## src/rtl/shift_sequencer.sv

```systemverilog
// ============================================================================
// Module   : shift_sequencer
// Purpose  : Counted group-2 shift/rotate engine, one bit per clock, with ALU
//            flag vector {Z,S,P,V,CY,AC} for the PSW writeback path.
// Revision : 1.0  initial release
// ============================================================================
`default_nettype none

module shift_sequencer #(
  parameter int COUNT_BITS = 5
) (
  input  logic        clk,
  input  logic        reset_n,
  input  logic        start,
  input  logic [2:0]  op,
  input  logic        size,
  input  logic [15:0] operand,
  input  logic [7:0]  count,
  input  logic        cy_in,
  output logic        busy,
  output logic        done,
  output logic [15:0] result,
  output logic [5:0]  flags,
  output logic        flags_update
);

  localparam logic [2:0] c_op_rol  = 3'd0;
  localparam logic [2:0] c_op_ror  = 3'd1;
  localparam logic [2:0] c_op_rolc = 3'd2;
  localparam logic [2:0] c_op_rorc = 3'd3;
  localparam logic [2:0] c_op_shl  = 3'd4;
  localparam logic [2:0] c_op_shr  = 3'd5;
  localparam logic [2:0] c_op_shra = 3'd6;
  localparam logic [2:0] c_op_rsvd = 3'd7;

  typedef enum logic [0:0] {
    S_IDLE = 1'b0,
    S_RUN  = 1'b1
  } state_t;

  state_t                  state_q, state_d;
  logic [2:0]              op_q, op_d;
  logic                    size_q, size_d;
  logic [15:0]             data_q, data_d;
  logic                    carry_q, carry_d;
  logic                    orig_msb_q, orig_msb_d;
  logic [COUNT_BITS-1:0]   cnt_q, cnt_d;
  logic                    busy_q, busy_d;
  logic                    done_q, done_d;
  logic [15:0]             result_q, result_d;
  logic [5:0]              flags_q, flags_d;
  logic                    fupd_q, fupd_d;

  logic [15:0]             w_step_d;
  logic                    w_step_c;

  generate
    if (COUNT_BITS < 8) begin : g_count_hi
      logic w_unused_count_hi;
      assign w_unused_count_hi = ^count[7:COUNT_BITS];
    end
  endgenerate

  // Flag vector from the final data/carry; zero-count ops force V low.
  function automatic logic [5:0] calc_flags(
    input logic [15:0] d,
    input logic        c,
    input logic        sz,
    input logic [2:0]  o,
    input logic        orig_msb,
    input logic        zero_cnt
  );
    logic msb, nxt, v, z;
    msb = sz ? d[15] : d[7];
    nxt = sz ? d[14] : d[6];
    z   = sz ? (d == 16'h0000) : (d[7:0] == 8'h00);
    case (o)
      c_op_rol, c_op_rolc, c_op_shl: v = msb ^ c;
      c_op_ror, c_op_rorc:           v = msb ^ nxt;
      c_op_shr:                      v = orig_msb;
      default:                       v = 1'b0;
    endcase
    if (zero_cnt) v = 1'b0;
    return {z, msb, ~^d[7:0], v, c, 1'b0};
  endfunction

  // Single-bit step; byte mode only touches bits 7:0 so 15:8 stay as latched.
  always_comb begin
    w_step_d = data_q;
    w_step_c = carry_q;
    if (size_q) begin
      case (op_q)
        c_op_rol:  begin w_step_c = data_q[15]; w_step_d = {data_q[14:0], data_q[15]}; end
        c_op_ror:  begin w_step_c = data_q[0];  w_step_d = {data_q[0], data_q[15:1]};  end
        c_op_rolc: begin w_step_c = data_q[15]; w_step_d = {data_q[14:0], carry_q};    end
        c_op_rorc: begin w_step_c = data_q[0];  w_step_d = {carry_q, data_q[15:1]};    end
        c_op_shl:  begin w_step_c = data_q[15]; w_step_d = {data_q[14:0], 1'b0};       end
        c_op_shr:  begin w_step_c = data_q[0];  w_step_d = {1'b0, data_q[15:1]};       end
        c_op_shra: begin w_step_c = data_q[0];  w_step_d = {data_q[15], data_q[15:1]}; end
        default:   begin w_step_c = carry_q;    w_step_d = data_q;                     end
      endcase
    end else begin
      case (op_q)
        c_op_rol:  begin w_step_c = data_q[7]; w_step_d[7:0] = {data_q[6:0], data_q[7]}; end
        c_op_ror:  begin w_step_c = data_q[0]; w_step_d[7:0] = {data_q[0], data_q[7:1]}; end
        c_op_rolc: begin w_step_c = data_q[7]; w_step_d[7:0] = {data_q[6:0], carry_q};   end
        c_op_rorc: begin w_step_c = data_q[0]; w_step_d[7:0] = {carry_q, data_q[7:1]};   end
        c_op_shl:  begin w_step_c = data_q[7]; w_step_d[7:0] = {data_q[6:0], 1'b0};      end
        c_op_shr:  begin w_step_c = data_q[0]; w_step_d[7:0] = {1'b0, data_q[7:1]};      end
        c_op_shra: begin w_step_c = data_q[0]; w_step_d[7:0] = {data_q[7], data_q[7:1]}; end
        default:   begin w_step_c = carry_q;   w_step_d      = data_q;                   end
      endcase
    end
  end

  always_comb begin
    state_d    = state_q;
    op_d       = op_q;
    size_d     = size_q;
    data_d     = data_q;
    carry_d    = carry_q;
    orig_msb_d = orig_msb_q;
    cnt_d      = cnt_q;
    busy_d     = busy_q;
    done_d     = 1'b0;
    result_d   = result_q;
    flags_d    = flags_q;
    fupd_d     = fupd_q;

    case (state_q)
      S_IDLE: begin
        if (start) begin
          state_d    = S_RUN;
          op_d       = op;
          size_d     = size;
          data_d     = operand;
          carry_d    = cy_in;
          orig_msb_d = size ? operand[15] : operand[7];
          cnt_d      = count[COUNT_BITS-1:0];
          busy_d     = 1'b1;
        end
      end
      S_RUN: begin
        if ((cnt_q == '0) || (op_q == c_op_rsvd)) begin
          state_d  = S_IDLE;
          busy_d   = 1'b0;
          done_d   = 1'b1;
          fupd_d   = 1'b0;
          result_d = data_q;
          flags_d  = calc_flags(data_q, carry_q, size_q, op_q, orig_msb_q, 1'b1);
        end else begin
          data_d  = w_step_d;
          carry_d = w_step_c;
          cnt_d   = cnt_q - COUNT_BITS'(1);
          if (cnt_q == COUNT_BITS'(1)) begin
            state_d  = S_IDLE;
            busy_d   = 1'b0;
            done_d   = 1'b1;
            fupd_d   = 1'b1;
            result_d = w_step_d;
            flags_d  = calc_flags(w_step_d, w_step_c, size_q, op_q, orig_msb_q, 1'b0);
          end
        end
      end
      default: begin
        state_d = S_IDLE;
        busy_d  = 1'b0;
      end
    endcase
  end

  always_ff @(posedge clk or negedge reset_n) begin
    if (!reset_n) begin
      state_q    <= S_IDLE;
      op_q       <= 3'd0;
      size_q     <= 1'b0;
      data_q     <= 16'h0000;
      carry_q    <= 1'b0;
      orig_msb_q <= 1'b0;
      cnt_q      <= '0;
      busy_q     <= 1'b0;
      done_q     <= 1'b0;
      result_q   <= 16'h0000;
      flags_q    <= 6'h00;
      fupd_q     <= 1'b0;
    end else begin
      state_q    <= state_d;
      op_q       <= op_d;
      size_q     <= size_d;
      data_q     <= data_d;
      carry_q    <= carry_d;
      orig_msb_q <= orig_msb_d;
      cnt_q      <= cnt_d;
      busy_q     <= busy_d;
      done_q     <= done_d;
      result_q   <= result_d;
      flags_q    <= flags_d;
      fupd_q     <= fupd_d;
    end
  end

  assign busy         = busy_q;
  assign done         = done_q;
  assign result       = result_q;
  assign flags        = flags_q;
  assign flags_update = fupd_q;

endmodule

`default_nettype wire
```

## config.mk

```make
export PLATFORM = sky130hd
export DESIGN_NAME = shift_sequencer
export DESIGN_NICKNAME = d
export VERILOG_FILES = /design/src/rtl/shift_sequencer.sv
export SDC_FILE = /design/constraint.sdc
export NUM_CORES = 1
export LEC_CHECK = 0
export ABC_AREA = 1
export CAP_MARGIN = 20
export CORE_UTILIZATION = 60
export CTS_CLUSTER_DIAMETER = 200
export DETAILED_ROUTE_END_ITERATION = 7
export DONT_BUFFER_PORTS = 1
export PLACE_DENSITY = 0.76
export SETUP_SLACK_MARGIN = 0.1
export SLEW_MARGIN = 20
export SYNTH_ARGS = -nofsm -noshare
export SYNTH_HDL_FRONTEND = slang
export SYNTH_SLANG_ARGS = --single-unit
```

## constraint.sdc

```tcl
create_clock -name clk -period 2.89 [get_ports clk]
set_clock_uncertainty 0.15 [all_clocks]
set_input_delay 0.4335 -clock clk [delete_from_list [all_inputs] [get_ports clk]]
set_output_delay 0.4335 -clock clk [all_outputs]
set_load 0.02 [all_outputs]
```

==> impl_metrics.py, run 1 <==
metrics = {
    "job": {
        "cap_violations": 0,
    },
    "final_layout": {
        "drive_gt1_share_pct": 10.7,
        "antenna_cells": 0,
        "area_growth_pct": 5.63,
        "utilization_pct": 67.7,
        "ff_latch_area_sq_mm": 0.00130,
        "fin_nets": 489,
        "multiInputGateArea_sq_mm": 0.00177,
        "nFillCells": 500,
    },
    "synth": {
        "synth_edf_count": 0,
        "synth_top_family_by_area": "simple AND/OR/NAND/NOR gates",
        "synth_top_area_cell": "dfrtp_1",
        "ys.warnings.count": 0,
        "synthArstFlopShare_pct": 100,
        "muxShareOfSynthArea_pct": 0.333,
        "yosysMostFrequentCell": "nand2_1",
        "synth_fa_ha_area_share_pct": 4.07,
        "synthDistinctLibCells": 38,
        "synth_seq_cells": 52,
        "synthTopCellsByCount": "nand2_1, dfrtp_1, a21oi_1",
        "synth_compound_area_share_pct": 22.4,
        "ys.flop_type": "dfrtp_1",
        "netlist_instances": 448,
        "synth-simple-area-share_pct": 23.8,
        "avgSynthCellArea_sq_um": 7.54,
        "synth-xor-area-share_pct": 1.56,
        "synth_top_area_share_pct": 38.5,
        "mappedNetlistArea_sq_mm": 0.00338,
        "syn_nets": 491,
        "yosys-top-cells-area": "dfrtp_1, nand2_1, a21oi_1",
        "synth-seq-area-share_pct": 38.5,
    },
    "grt": {
        "met1_usage_pct": 42.1,
        "grt.busiest_layer": "met2",
        "grt_pass1_wl_mm": 14.5,
        "antenna_found_initial": 0,
        "overflow": 0,
        "grt_util_met3_pct": 5.95,
        "grt_pass1_vias": 2991,
        "grt_max_degree": 53,
        "gr-usage-met2_pct": 49.3,
        "grt_use_total_pct": 31.0,
    },
    "run_status": {
        "status": "complete, no violations",
    },
    "worst_setup_path": {
        "path_depth": 12,
        "critPathCaptureType": "flip-flop",
        "slowest_delay_ns": 0.48,
        "crit_chain": "inv_2 > nor2_4 > nand2_1 > nand3_4 > nand3_1 > o211ai_1 > a31oi_1 > ha_1 > xnor2_1 > xnor2_1 > nand2_1 > a21oi_1",
        "slowest_stage": "dfrtp_1",
        "crit_family": "simple AND/OR/NAND/NOR gates",
        "r2r_slack_ns": 0.29,
        "crit_end": "flags[3]$_DFFE_PN0P_",
        "worstSetupStartpoint": "op_q[0]$_DFFE_PN0P_",
        "cp-start-kind": "flip-flop",
        "arrival_ns": 2.68,
        "critPathMaxFanout": 8,
        "path_class": "flip-flop to flip-flop",
        "r2r-end": "flags[3]$_DFFE_PN0P_",
        "critical_path_buf_inv_count": 1,
        "critPathRequiredTime_ns": 2.98,
        "r2r-start": "op_q[0]$_DFFE_PN0P_",
        "reg2reg_depth": 12,
    },
    "floorplanning": {
        "die-area_sq_mm": 0.00593,
        "die_x_um": 77.0,
        "core_area_sq_mm": 0.00527,
        "die_y_um": 77.0,
        "ios": 57,
        "start_util_pct": 64.1,
        "rows": 26,
    },
    "sta": {
        "max_freq_ghz": 0.385,
        "relSlewSlack_pct": 61.5,
        "setup_viol": 0,
        "finalHoldViolations": 0,
        "rsz0062_at_grt": "false",
        "tns_ns": 0,
        "layout_min_cycle_time_ns": 2.60,
        "worstMarginPinSlew_ns": 0.578,
        "finalCritPeriodShare_pct": 89.9,
        "drv_slew": 0,
    },
    "clocking": {
        "clk_pin_slew_ns": 0.09,
        "cts_root_buffer": "clkbuf_8",
        "cts_buffers": 5,
        "clk_latency_ns": 0.31,
        "clkSinkCount": 52,
        "cts_htree_levels": 2,
        "clockBufferDepth": 2,
        "cts_tree": "yes",
    },
    "detailed_routing": {
        "vias": 3067,
        "via_per_inst": 5.93,
        "detail_route.wirelength_mm": 8.37,
        "drt-pass1-iter-count": 6,
        "ant_nets": 0,
        "wire_per_inst_um": 16.2,
        "dr.first_iter.drc_count": 316,
        "drc": 0,
    },
    "min_path": {
        "hold_depth": 2,
        "hp-class": "input pin to flip-flop",
    },
    "placement": {
        "place.gp.congestion": 0.925,
        "hpwl_mm": 6.00,
        "numPortBuffers": 0,
    },
}
cell type report:
class / instances / share of cell area [%]
multi-input cells: 327 / 49.6
flip-flops and latches: 52 / 36.5
repair buffers: 15 / 4.14
inverters: 45 / 4.80
well taps: 70 / 2.45
clock buffers: 8 / 2.52
state kept, by name, summed over array words and instances (netlist names), 3 cells and up:
register and flops:
cnt_q 5, data_q 16, flags 5, op_q 3, result 16
how the worst min path moves through the flow:
stage	endpoint	startpoint
global route	op_q[1]$_DFFE_PN0P_	op[1]
global placement	busy$_DFFE_PN0P_	reset_n
CTS	op_q[2]$_DFFE_PN0P_	op[2]
finish	op_q[2]$_DFFE_PN0P_	op[2]
detailed placement	busy$_DFFE_PN0P_	reset_n
floorplan	busy$_DFFE_PN0P_	reset_n
metal layers:
layer / up-vias / part of all wire, %
met5: - / 0
met3: 16 / 6.7
li1: 1504 / -
met1: 1432 / 45
met2: 115 / 46
met4: 0 / 2.2
kinds of logic (layout without fill, tap and decap cells):
logic type,count (synthesis),in the layout
simple gates,176,176
compound gates,132,132
buf+inv,69,68
flops,52,52
fa+ha+maj,11,11
xor+xnor,6,6
other cells,1,1
mux,1,1
placed cells by master (no fill, tap or decap), types with 3 or more instances in the layout:
cell type and instances:
nand2_1 96, dfrtp_1 52, a21oi_1 44, inv_1 37, o21ai_0 37, nor2_1 35
nand3_1 19, o211ai_1 18, o21ai_1 13, buf_4 12, ha_1 11, o22ai_1 7
inv_2 6, nand2_4 6, nand2_2 6, nand4_1 6, xnor2_1 6, clkbuf_8 6
o21a_1 3, nor3_1 3
worst register-to-register path: cells and delay by family (launching register included):
kind            cells  cell delay (ns)
flops               1             0.48
simple gates        5             0.56
compound gates      3             0.47
xor+xnor            2             0.35
buf+inv             1             0.23
fa+ha+maj           1             0.29
what timing repair did:
item / in CTS / in global routing
endpoints found under the hold margin: 52 / 0
gates resized for setup: 0 / 1
endpoints found under the setup margin: 0 / 1
setup buffers: 0 / 0
hold buffers: 2 / 0
per-stage QoR:
stage	instance area, sq um	cells	hold slack [ns]	worst slack, ns
detailed placement	3440	507	-0.0111	0.328
finish	3570	517	0.103	0.292
CTS	3560	517	0.0994	0.302
global placement	3440	507	-0.0112	0.345
global route	3570	517	0.113	0.127
floorplan	3380	448	-0.0121	0.674
Power of run 1 is not shown: default switching activity piles up to over one toggle a cycle in this logic, so the estimate is an artifact.
==> inputs of run 2 (changes only) <==
--- a/config.mk
+++ b/config.mk
@@ -7,6 +7,7 @@
 export LEC_CHECK = 0
 export ABC_AREA = 1
 export CAP_MARGIN = 20
+export CORE_MARGIN = 3
 export CORE_UTILIZATION = 60
 export CTS_CLUSTER_DIAMETER = 200
 export DETAILED_ROUTE_END_ITERATION = 7
==> impl_metrics.py, run 2 (synthesized netlist as in run 1, its figures left out) <==
metrics = {
    "run_status": {
        "status": "complete, no violations",
    },
    "final_layout": {
        "final_cell_mix": "nand2_1, dfrtp_1, a21oi_1",
        "fin_nets": 486,
        "utilization_pct": 67.5,
        "area_growth_pct": 5.26,
        "final_area_sq_mm": 0.00356,
        "antenna_cells": 0,
        "final_common_cell": "nand2_1",
        "drive_gt1_share_pct": 10.8,
        "fin_cells": 514,
    },
    "detailed_routing": {
        "vias": 3071,
        "detail_route.wirelength_mm": 8.48,
        "drc": 0,
        "via_per_inst": 5.97,
        "wire_per_inst_um": 16.5,
        "dr.first_iter.drc_count": 307,
        "ant_nets": 0,
        "drt-pass1-iter-count": 5,
    },
    "placement": {
        "place_area_sq_mm": 0.00343,
        "hpwl_mm": 6.03,
        "numPortBuffers": 0,
        "dpl.cell_count": 504,
        "place.gp.congestion": 0.974,
    },
    "clocking": {
        "cts_tree": "yes",
        "cts_buffers": 5,
        "clockBufferDepth": 2,
        "clk_pin_slew_ns": 0.09,
        "clk_latency_ns": 0.31,
        "cts_root_buffer": "clkbuf_8",
        "cts_htree_levels": 2,
        "clkSinkCount": 52,
    },
    "sta": {
        "tns_ns": 0,
        "max_freq_ghz": 0.387,
        "relSlewSlack_pct": 58.5,
        "worstMarginPinSlew_ns": 0.623,
        "setup_viol": 0,
        "finalCritPeriodShare_pct": 89.4,
        "rsz0062_at_grt": "false",
        "layout_min_cycle_time_ns": 2.58,
        "finalHoldViolations": 0,
        "drv_slew": 0,
    },
    "worst_setup_path": {
        "crit_chain": "nand2_1 > inv_2 > nand2_4 > clkinvlp_4 > a211oi_1 > a21oi_1 > inv_1 > ha_1 > xnor2_1 > xnor2_1 > nand2_1 > a21oi_1",
        "arrival_ns": 2.68,
        "r2r_slack_ns": 0.31,
        "cp-start-kind": "flip-flop",
        "slowest_delay_ns": 0.49,
        "critPathRequiredTime_ns": 2.98,
        "critPathCaptureType": "flip-flop",
        "critPathMaxFanout": 10,
        "critical_path_buf_inv_count": 3,
        "slowest_stage": "dfrtp_2",
        "path_class": "flip-flop to flip-flop",
        "crit_family": "compound AO/OA/AOI/OAI gates",
    },
    "grt": {
        "grt_pass1_vias": 2875,
        "grt_max_degree": 53,
        "grt_use_total_pct": 27.6,
        "antenna_found_initial": 0,
        "overflow": 0,
        "grt_pass1_wl_mm": 14.0,
    },
    "floorplanning": {
        "die-area_sq_mm": 0.00657,
        "start_util_pct": 64.1,
        "core_area_sq_mm": 0.00527,
        "ios": 57,
        "die_y_um": 81.0,
        "rows": 26,
        "die_x_um": 81.0,
    },
    "min_path": {
        "hp-class": "input pin to flip-flop",
    },
    "job": {
        "cap_violations": 0,
    },
}
## run 2: worst paths after layout
kind / startpoint / endpoint / depth (start not counted)
setup / recovery: op_q[1]$_DFFE_PN0P_ / flags[3]$_DFFE_PN0P_ / 12
hold / removal: op[2] / op_q[2]$_DFFE_PN0P_ / 2
setup reg to reg: op_q[1]$_DFFE_PN0P_ / flags[3]$_DFFE_PN0P_ / 12
hold reg to reg: data_q[0]$_DFFE_PN0P_ / result[0]$_DFFE_PN0P_ / 2
max in group asynchronous: reset_n / op_q[0]$_DFFE_PN0P_ / 2
min in group asynchronous: reset_n / orig_msb_q$_DFFE_PN0P_ / 2
## run 2: cell type report
cell class	count	area, sq um
multi-input cells	327	1770
clock inverters	1	8.76
repair buffers	12	138
clock buffers	7	76.3
flip-flops and latches	52	1310
well taps	70	87.6
inverters	45	175
fillers	466	1710
## run 2: per-layer routing
| metal | up-vias | wire length, um | track usage [%] |
|---|---|---|---|
| li1 | 1498 | - | - |
| met4 | 0 | 75 | 6.59 |
| met2 | 114 | 4080 | 44.4 |
| met3 | 9 | 645 | 5.65 |
| met1 | 1450 | 3670 | 38.3 |
| met5 | - | 0 | 0 |
## run 2: stage by stage
stage | hold WS (ns) | setup WS (ns)
2_1_floorplan | -0.0121 | 0.674
3_3_place_gp | -0.0109 | 0.311
3_5_place_dp | -0.0110 | 0.227
4_1_cts | 0.0981 | 0.194
5_1_grt | 0.0890 | 0.113
6_report | 0.101 | 0.305
## run 2: timing repair
action                                  4_1_cts  5_1_grt
endpoints found under the setup margin        0        2
gates resized for setup                       0        4
hold buffers                                  2        0
setup buffers                                 0        0
endpoints found under the hold margin        52        0
Power of run 2 is left out for the same reason.
==> inputs of run 3 (changes only) <==
--- a/config.mk
+++ b/config.mk
@@ -7,12 +7,15 @@
 export LEC_CHECK = 0
 export ABC_AREA = 1
 export CAP_MARGIN = 20
+export CELL_PAD_IN_SITES_DETAIL_PLACEMENT = 1
+export CELL_PAD_IN_SITES_GLOBAL_PLACEMENT = 1
 export CORE_MARGIN = 3
-export CORE_UTILIZATION = 60
+export CORE_UTILIZATION = 46
 export CTS_CLUSTER_DIAMETER = 200
 export DETAILED_ROUTE_END_ITERATION = 7
 export DONT_BUFFER_PORTS = 1
-export PLACE_DENSITY = 0.76
+export PLACE_DENSITY_LB_ADDON = 0.1
+export RECOVER_POWER = 25
 export SETUP_SLACK_MARGIN = 0.1
 export SLEW_MARGIN = 20
 export SYNTH_ARGS = -nofsm -noshare
==> impl_metrics.py, run 3 (synthesized netlist as in run 1, its figures left out) <==
metrics = {
    "sta": {
        "worstMarginPinSlew_ns": 1.32,
        "relSlewSlack_pct": 11.7,
        "drv_slew": 0,
        "rsz0062_at_grt": "false",
        "finalCritPeriodShare_pct": 87.8,
        "layout_min_cycle_time_ns": 2.54,
        "setup_viol": 0,
        "tns_ns": 0,
        "finalHoldViolations": 0,
        "hold_ws_ns": 0.0943,
        "max_freq_ghz": 0.394,
    },
    "final_layout": {
        "area_growth_pct": 7.44,
        "antenna_cells": 0,
        "final_common_cell": "nand2_1",
        "ff_latch_area_sq_mm": 0.00130,
        "fin_nets": 489,
        "multiInputGateArea_sq_mm": 0.00177,
        "nFillCells": 890,
        "drive_gt1_share_pct": 11.6,
        "final_cell_mix": "nand2_1, dfrtp_1, a21oi_1",
        "utilization_pct": 52.3,
    },
    "clocking": {
        "clk_latency_ns": 0.31,
        "cts_tree": "yes",
        "cts_htree_levels": 2,
        "clk_pin_slew_ns": 0.09,
        "postCtsSetupRepairBufs": 0,
        "cts_root_buffer": "clkbuf_8",
        "clockBufferDepth": 2,
        "clkSinkCount": 52,
        "cts_buffers": 5,
    },
    "floorplanning": {
        "die-area_sq_mm": 0.00841,
        "core_area_sq_mm": 0.00694,
        "start_util_pct": 48.6,
        "die_y_um": 91.7,
        "ios": 57,
        "die_x_um": 91.7,
        "rows": 30,
    },
    "worst_setup_path": {
        "critPathMaxFanout": 8,
        "cp-start-kind": "flip-flop",
        "path_class": "flip-flop to flip-flop",
        "arrival_ns": 2.63,
        "critPathRequiredTime_ns": 2.99,
        "critPathCaptureType": "flip-flop",
    },
    "job": {
        "cap_violations": 0,
    },
    "detailed_routing": {
        "via_per_inst": 5.75,
        "dr.first_iter.drc_count": 128,
        "drt-pass1-iter-count": 4,
        "wire_per_inst_um": 17.9,
        "vias": 3122,
        "ant_nets": 0,
        "drc": 0,
        "detail_route.wirelength_mm": 9.71,
    },
    "grt": {
        "grt_use_total_pct": 24.5,
        "antenna_found_initial": 0,
        "grt_pass1_wl_mm": 16.5,
        "grt_max_degree": 53,
        "grt_pass1_vias": 3153,
        "overflow": 0,
    },
    "run_status": {
        "status": "complete, no violations",
    },
    "placement": {
        "place.gp.congestion": 0.909,
        "numPortBuffers": 0,
        "hpwl_mm": 7.06,
    },
    "min_path": {
        "hp-class": "input pin to flip-flop",
    },
}
run 3: changes by cell type in the layout (fill, tap and decap cells not counted), moves of 2 or more:
cell	change
clkbuf_1	-2
dfrtp_1	+2
dfrtp_2	-2
buf_4	+3
run 3: final cells by class:
type                            instances  area share [%]
Tap cell                               96            3.31
Timing Repair Buffer                   15            3.79
Clock inverter                          2            1.07
Clock buffer                            6            2.28
Inverter                               45            4.79
Sequential cell                        52            35.9
Multi-Input combinational cell        327            48.9
run 3: stage by stage:
stage | area, sq um | cells | setup WS, ns
finish | 3630 | 543 | 0.354
global route | 3630 | 543 | 0.128
CTS | 3640 | 543 | 0.296
detailed placement | 3480 | 533 | 0.321
global placement | 3480 | 533 | 0.313
floorplan | 3380 | 448 | 0.674
run 3: timing repair:
item | in CTS | in global routing
resized for setup | 0 | 4
hold endpoints to repair | 52 | 0
endpoints found under the setup margin | 0 | 1
hold buffers | 2 | 0
run 3: metal layers:
metal / up-vias / global-route usage (%) / part of all wire, %
met5: - / 0 / 0
met4: 0 / 8.54 / 1.7
met3: 13 / 3.94 / 4.6
met2: 68 / 39.0 / 49
met1: 1531 / 33.7 / 45
li1: 1510 / - / -
run 3: worst paths after layout:
path | from | to | slack, ns | cells after the start
min reg2reg | orig_msb_q$_DFFE_PN0P_ | orig_msb_q$_DFFE_PN0P_ | 0.42 | 2
max in group asynchronous | reset_n | op_q[1]$_DFFE_PN0P_ | 0.88 | 2
min | op[1] | op_q[1]$_DFFE_PN0P_ | 0.09 | 2
max reg2reg | op_q[0]$_DFFE_PN0P_ | flags[3]$_DFFE_PN0P_ | 0.35 | 12
max | op_q[0]$_DFFE_PN0P_ | flags[3]$_DFFE_PN0P_ | 0.35 | 12
min in group asynchronous | reset_n | size_q$_DFFE_PN0P_ | 0.84 | 2
run 3: critical path, cell delays in order, from the launching register on:
cell	delay (ns)
dfrtp_1	0.51
inv_4	0.13
nor2_4	0.15
nand2_1	0.10
nand3_4	0.17
nand2_1	0.08
o211ai_1	0.08
o21ai_0	0.20
ha_1	0.34
xnor2_1	0.19
xnor2_1	0.16
nand2_1	0.07
a21oi_1	0.13
Power of run 3 is left out for the same reason.
